## src/rtl/hwpe_ctrl_job_offloader.sv

```systemverilog
// Sequencer that offloads one job at a time to an HWPE through its peripheral register-file port.
// Define HWPE_CTRL_OFFLOADER_POLL_EN to detect completion by polling STATUS instead of using evt_i.
module hwpe_ctrl_job_offloader #(
  parameter logic [31:0] BASE_ADDR    = 32'h0000_0000,
  parameter int unsigned N_JOB_REGS   = 8,
  parameter int unsigned RETRY_CYCLES = 16,
  parameter int unsigned MAX_RETRY    = 255,
  parameter int unsigned ID_WIDTH     = 8
) (
  input  logic                               clk_i,
  input  logic                               rst_i,
  input  logic                               job_valid_i,
  output logic                               job_ready_o,
  input  logic [$clog2(N_JOB_REGS+1)-1:0]    job_nb_regs_i,
  input  logic [N_JOB_REGS*32-1:0]           job_regs_i,
  input  logic                               evt_i,
  output logic                               periph_req_o,
  input  logic                               periph_gnt_i,
  output logic [31:0]                        periph_add_o,
  output logic                               periph_wen_o,
  output logic [3:0]                         periph_be_o,
  output logic [31:0]                        periph_data_o,
  output logic [ID_WIDTH-1:0]                periph_id_o,
  input  logic [31:0]                        periph_r_data_i,
  input  logic                               periph_r_valid_i,
  output logic                               busy_o,
  output logic                               done_o,
  output logic [7:0]                         done_id_o,
  output logic                               err_o
);

  localparam int unsigned NbW = $clog2(N_JOB_REGS + 1);
  localparam logic [31:0] OfsTrigger = 32'h00;
  localparam logic [31:0] OfsAcquire = 32'h04;
  localparam logic [31:0] OfsStatus  = 32'h0C;
  localparam logic [31:0] OfsRegs    = 32'h20;

  typedef enum logic [3:0] {
    StIdle, StAcq, StBackoff, StWrite, StTrig, StWait, StPollWait, StDone
  } state_e;

  state_e                  state_q, state_d;
  logic                    req_q, req_d, wen_q, wen_d, rd_pend_q, rd_pend_d;
  logic [31:0]             add_q, add_d, data_q, data_d;
  logic [3:0]              be_q, be_d;
  logic [NbW-1:0]          idx_q, idx_d, nb_q, nb_d;
  logic [31:0]             cnt_q, cnt_d, retry_q, retry_d;
  logic [7:0]              job_id_q, job_id_d, done_id_q, done_id_d;
  logic                    err_q, err_d, evt_seen_q, evt_seen_d;
  logic [N_JOB_REGS*32-1:0] regs_q, regs_d;
  logic [31:0]             cur_reg;

  assign cur_reg = regs_q[32*idx_q +: 32];

`ifdef HWPE_CTRL_OFFLOADER_POLL_EN
  logic unused_evt;
  assign unused_evt = evt_i;
`else
  logic unused_rdata;
  assign unused_rdata = ^periph_r_data_i[30:8];
`endif

  always_comb begin
    state_d    = state_q;
    req_d      = req_q;
    add_d      = add_q;
    wen_d      = wen_q;
    be_d       = be_q;
    data_d     = data_q;
    rd_pend_d  = rd_pend_q;
    idx_d      = idx_q;
    nb_d       = nb_q;
    cnt_d      = cnt_q;
    retry_d    = retry_q;
    job_id_d   = job_id_q;
    done_id_d  = done_id_q;
    err_d      = 1'b0;
    evt_seen_d = evt_seen_q;
    regs_d     = regs_q;
    job_ready_o = (state_q == StIdle) && !rst_i;

`ifndef HWPE_CTRL_OFFLOADER_POLL_EN
    // An event during the trigger handshake must not be lost.
    if (evt_i && (state_q == StTrig || state_q == StWait)) evt_seen_d = 1'b1;
`endif

    unique case (state_q)
      StIdle: begin
        if (job_valid_i && job_ready_o) begin
          regs_d  = job_regs_i;
          nb_d    = (job_nb_regs_i > NbW'(N_JOB_REGS)) ? NbW'(N_JOB_REGS) : job_nb_regs_i;
          retry_d = '0;
          state_d = StAcq;
        end
      end
      StAcq: begin
        if (!req_q && !rd_pend_q) begin
          req_d  = 1'b1;
          add_d  = BASE_ADDR + OfsAcquire;
          wen_d  = 1'b1;
          be_d   = 4'hF;
          data_d = '0;
        end else if (req_q && periph_gnt_i) begin
          req_d     = 1'b0;
          rd_pend_d = 1'b1;
        end else if (rd_pend_q && periph_r_valid_i) begin
          rd_pend_d = 1'b0;
          if (periph_r_data_i[31]) begin
            retry_d = retry_q + 32'd1;
            cnt_d   = '0;
            if (MAX_RETRY != 0 && retry_d == MAX_RETRY) begin
              err_d   = 1'b1;
              state_d = StIdle;
            end else begin
              state_d = StBackoff;
            end
          end else begin
            job_id_d = periph_r_data_i[7:0];
            idx_d    = '0;
            state_d  = (nb_q == '0) ? StTrig : StWrite;
          end
        end
      end
      StBackoff: begin
        if (cnt_q == RETRY_CYCLES - 1) state_d = StAcq;
        else cnt_d = cnt_q + 32'd1;
      end
      StWrite: begin
        if (!req_q) begin
          req_d  = 1'b1;
          add_d  = BASE_ADDR + OfsRegs + (32'(idx_q) << 2);
          wen_d  = 1'b0;
          be_d   = 4'hF;
          data_d = cur_reg;
        end else if (periph_gnt_i) begin
          req_d = 1'b0;
          if (idx_q == nb_q - NbW'(1)) state_d = StTrig;
          else idx_d = idx_q + NbW'(1);
        end
      end
      StTrig: begin
        if (!req_q) begin
          req_d  = 1'b1;
          add_d  = BASE_ADDR + OfsTrigger;
          wen_d  = 1'b0;
          be_d   = 4'hF;
          data_d = '0;
        end else if (periph_gnt_i) begin
          req_d   = 1'b0;
          state_d = StWait;
        end
      end
      StWait: begin
`ifdef HWPE_CTRL_OFFLOADER_POLL_EN
        if (!req_q && !rd_pend_q) begin
          req_d  = 1'b1;
          add_d  = BASE_ADDR + OfsStatus;
          wen_d  = 1'b1;
          be_d   = 4'hF;
          data_d = '0;
        end else if (req_q && periph_gnt_i) begin
          req_d     = 1'b0;
          rd_pend_d = 1'b1;
        end else if (rd_pend_q && periph_r_valid_i) begin
          rd_pend_d = 1'b0;
          if (periph_r_data_i == '0) begin
            done_id_d = job_id_q;
            state_d   = StDone;
          end else begin
            cnt_d   = '0;
            state_d = StPollWait;
          end
        end
`else
        if (evt_seen_q) begin
          done_id_d = job_id_q;
          state_d   = StDone;
        end
`endif
      end
      StPollWait: begin
        if (cnt_q == RETRY_CYCLES - 1) state_d = StWait;
        else cnt_d = cnt_q + 32'd1;
      end
      StDone: state_d = StIdle;
      default: state_d = StIdle;
    endcase

    if (state_d == StIdle && state_q != StIdle) evt_seen_d = 1'b0;
  end

  always_ff @(posedge clk_i) begin
    if (rst_i) begin
      state_q    <= StIdle;
      req_q      <= 1'b0;
      add_q      <= '0;
      wen_q      <= 1'b1;
      be_q       <= '0;
      data_q     <= '0;
      rd_pend_q  <= 1'b0;
      idx_q      <= '0;
      nb_q       <= '0;
      cnt_q      <= '0;
      retry_q    <= '0;
      job_id_q   <= '0;
      done_id_q  <= '0;
      err_q      <= 1'b0;
      evt_seen_q <= 1'b0;
      regs_q     <= '0;
    end else begin
      state_q    <= state_d;
      req_q      <= req_d;
      add_q      <= add_d;
      wen_q      <= wen_d;
      be_q       <= be_d;
      data_q     <= data_d;
      rd_pend_q  <= rd_pend_d;
      idx_q      <= idx_d;
      nb_q       <= nb_d;
      cnt_q      <= cnt_d;
      retry_q    <= retry_d;
      job_id_q   <= job_id_d;
      done_id_q  <= done_id_d;
      err_q      <= err_d;
      evt_seen_q <= evt_seen_d;
      regs_q     <= regs_d;
    end
  end

  assign periph_req_o  = req_q;
  assign periph_add_o  = add_q;
  assign periph_wen_o  = wen_q;
  assign periph_be_o   = be_q;
  assign periph_data_o = data_q;
  assign periph_id_o   = '0;
  assign busy_o        = (state_q != StIdle);
  assign done_o        = (state_q == StDone);
  assign done_id_o     = done_id_q;
  assign err_o         = err_q;

endmodule

```

## config.mk

```make
export PLATFORM = sky130hd
export DESIGN_NAME = hwpe_ctrl_job_offloader
export DESIGN_NICKNAME = d
export VERILOG_FILES = /design/src/rtl/hwpe_ctrl_job_offloader.sv
export SDC_FILE = /design/constraint.sdc
export NUM_CORES = 1
export LEC_CHECK = 0
export CORE_ASPECT_RATIO = 1.4
export CORE_MARGIN = 2
export CORE_UTILIZATION = 28
export CTS_CLUSTER_DIAMETER = 50
export CTS_CLUSTER_SIZE = 40
export DETAILED_ROUTE_END_ITERATION = 6
export GPL_TIMING_DRIVEN = 0
export HOLD_SLACK_MARGIN = 0.05
export SLEW_MARGIN = 20
export SYNTH_ARGS = -nofsm -noshare
export SYNTH_HDL_FRONTEND = slang
export SYNTH_SLANG_ARGS = --single-unit
```

## constraint.sdc

```tcl
create_clock -name clk_i -period 7 [get_ports clk_i]
set_input_delay 1.75 -clock clk_i [delete_from_list [all_inputs] [get_ports clk_i]]
set_output_delay 1.75 -clock clk_i [all_outputs]
set_load 0.05 [all_outputs]
```

==> impl_metrics.env <==
export IMPL_leakage_nw=9.33
export IMPL_drive_gt1_share_pct=9.61
export IMPL_die_w_um=215
export IMPL_antenna_found_initial=2
export IMPL_vias=16400
export IMPL_synth_seq_cells=391
export IMPL_die_h_um=299
export IMPL_vdd_ir_drop_max_uv=144
export IMPL_first_iter_violations=987
export IMPL_finalNonFillerCells=3332
export IMPL_grt_max_degree=25
export IMPL_htreeDepth=2
export IMPL_clk_path_buf_depth=3
export IMPL_clkPwrFrac_pct=43.4
export IMPL_place_congestion=0.893
export IMPL_hold_buffers=0
export IMPL_worstPathRequired_ns=5.25
export IMPL_grt_pass1_wl_um=101000
export IMPL_finalSetupTns_ns=0
export IMPL_coreArea_sq_um=61900
export IMPL_drv_slew=0
export IMPL_nets=2783
export IMPL_slew_headroom_pct=29.1
export IMPL_yosys_warnings=0
export IMPL_gr_total_overflow=0
export IMPL_synth_area_per_cell_sq_um=8.42
export IMPL_yosys_top_cells_area="dfxtp_1 45%, nand2_1 12%, mux4_2 8.3%, nand3_1 8.2%, clkbuf_1 2.8%"
export IMPL_io_pins=388
export IMPL_port_buffers=328
export IMPL_synth_most_common_cell="nand2_1"
export IMPL_place_inst=3264
export IMPL_setup_viol=0
export IMPL_period_share_pct=81.8
export IMPL_antenna_cells=0
export IMPL_clkTransAtPathRegs_ns=0.08
export IMPL_crit_fanout=10
export IMPL_wirelength_um=68400
export IMPL_yosys_area_top_type="dfxtp_1"
export IMPL_async_reset_ff_share_pct=0
export IMPL_period_needed_ns=5.73
export IMPL_pwr_density_cell_nw_per_um2=217
export IMPL_power_internal_mw=3.66
export IMPL_clock_latency_ns=0.59
export IMPL_cts_tree="built"
export IMPL_cts_setup_buffers=0
export IMPL_syn_area_sq_um=17500
export IMPL_cts_resized=0
export IMPL_arrival_ns=3.98
export IMPL_wl_per_cell_um=20.5
export IMPL_grtUsageTotal_pct=20.7
export IMPL_cap_viol_max_count=0
export IMPL_seq_power_share_pct=46.8
export IMPL_clock_skew_ns=0.0498
export IMPL_switchingPower_mw=1.38
export IMPL_hpwlAfterDp_um=54700
export IMPL_synth_edf_count=0
export IMPL_worst_pin_slew_ns=1.06
export IMPL_drtAntennaViolNets=0
export IMPL_yosysUniqueCellTypes=70
export IMPL_cts_sinks=391
export IMPL_row_count=108
export IMPL_rsz0062_at_grt="no"
export IMPL_status="finished clean"
export IMPL_first_global_vias=16700
export IMPL_combPwrFrac_pct=9.8
export IMPL_yosys_most_used_dff="dfxtp_1"
export IMPL_synthToLayoutAreaGrowth_pct=33.2
export IMPL_worstSetupPathType="input port to output pin"
export IMPL_synthTopCellsByCount="565 x nand2_1, 391 x dfxtp_1, 287 x nand3_1"
export IMPL_hold_viol=0
export IMPL_synth_top_cell_area_share_pct=44.8
export IMPL_ys_seq_area_share_pct=44.8
export IMPL_fmax_ghz=0.175
export IMPL_p_sw_share_pct=27.3
export IMPL_vias_per_cell=4.93
export IMPL_min_path_type="flip-flop to flip-flop"
export IMPL_drc_errors=0
export IMPL_root_buffer="clkbuf_16"
export IMPL_drt_pass1_iterations=7
export IMPL_start_kind="input port"
export IMPL_numCtsBuffers=38
export IMPL_endpoint_kind="output pin"
export IMPL_dieArea_sq_um=64400
export IMPL_start_util_pct=28.2
export IMPL_synth_cells=2075
==> worst paths after layout <==
check,start,slack (ns),end,cells after the start
worst min register to register,regs_q[97]$_SDFFE_PP0P_,0.45,regs_q[97]$_SDFFE_PP0P_,2
worst min-delay path,regs_q[97]$_SDFFE_PP0P_,0.45,regs_q[97]$_SDFFE_PP0P_,2
worst max register to register,retry_q[4]$_SDFFE_PP0P_,3.49,err_o$_SDFF_PP0_,7
worst max-delay path,rst_i,1.27,job_ready_o,5
==> cell usage in the layout (no fill, tap or decap), types with 6 or more instances in the layout <==
| cell | instances |
|---|---|
| nand2_1 | 565 |
| dfxtp_1 | 391 |
| clkdlybuf4s50_1 | 328 |
| nand3_1 | 287 |
| clkbuf_1 | 130 |
| nor2_1 | 129 |
| mux4_2 | 64 |
| a21oi_1 | 48 |
| a22oi_1 | 39 |
| buf_4 | 39 |
| clkbuf_16 | 38 |
| conb_1 | 36 |
| o21ai_0 | 35 |
| mux2_2 | 32 |
| nand4_1 | 27 |
| nor3_1 | 25 |
| xor2_1 | 24 |
| nor4_1 | 23 |
| xnor2_1 | 19 |
| inv_1 | 17 |
| mux2i_1 | 16 |
| buf_1 | 15 |
| or3_1 | 15 |
| buf_2 | 14 |
| and2_1 | 9 |
| or4_1 | 8 |
| clkinv_8 | 8 |
| inv_6 | 8 |
| and3_1 | 7 |
| a31oi_1 | 7 |
| a311oi_1 | 7 |
| nand3b_1 | 6 |
| ha_1 | 6 |
==> layer usage <==
metal / track usage, % / wire, um / vias to the layer above
li1: - / - / 7913
met1: 23.6 / 27200 / 7890
met2: 38.7 / 35300 / 519
met3: 3.34 / 3280 / 108
met4: 7.60 / 2580 / 4
met5: 0 / 30 / -
==> power by group through the flow <==
stage	clock network [mW]	logic, mW	registers [mW]
after global placement	0	0.488	2.41
after detailed placement	0	0.492	2.41
after floorplan	0	0.233	2.39
final	2.19	0.493	2.36
after CTS	2.23	0.494	2.36
after global routing	2.32	0.526	2.37
==> kinds of logic after synthesis <==
kind of cell	after synthesis	share of synthesized area, %
AOI/OAI and AO/OA	166	6.23
xor gates and xnor gates	44	2.29
adders and majority gates	6	0.430
buffers and inverters	218	5.61
DFF	391	44.8
muxes	112	11.2
other	1	0.0215
and+or+nand+nor	1137	29.4
==> through the flow <==
step	instance area [sq um]	worst slack [ns]	util, %	hold slack [ns]	power [mW]
after floorplan	17600	2.27	-	0.431	2.62
after global placement	21900	1.28	35.4	0.441	2.89
after detailed placement	21900	1.27	35.4	0.444	2.90
after CTS	23300	1.26	37.6	0.456	5.09
after global routing	23300	1.16	37.6	0.462	5.22
final	23300	1.27	37.6	0.454	5.04
==> sequential cells by signal, indices dropped and copies added, names as in the netlist <==
register and cells:
periph_add_o 5, retry_q 32, evt_seen_q 1, cnt_q 32, periph_be_o 1, periph_data_o 32, periph_wen_o 1, err_o 1
job_id_q 8, state_q 4, regs_q 256, rd_pend_q 1, done_id_o 8, periph_req_o 1, nb_q 4, idx_q 4
==> critical path, cell delays in order <==
cell and delay [ns]:
clkbuf_1 0.24, clkbuf_1 0.47, buf_1 0.64, nor2_1 0.14, clkdlybuf4s50_1 0.73
==> cell type report <==
class,instances,area (sq um)
well taps,825,1030
plain buffers,200,916
multi-input cells,1501,8800
repair buffers,329,3290
inverters,18,67.6
clock buffers,40,968
clock inverters,28,358
fillers,6451,38600
flip-flops and latches,391,7830
Note: power is estimated with default switching activity, not from simulation.
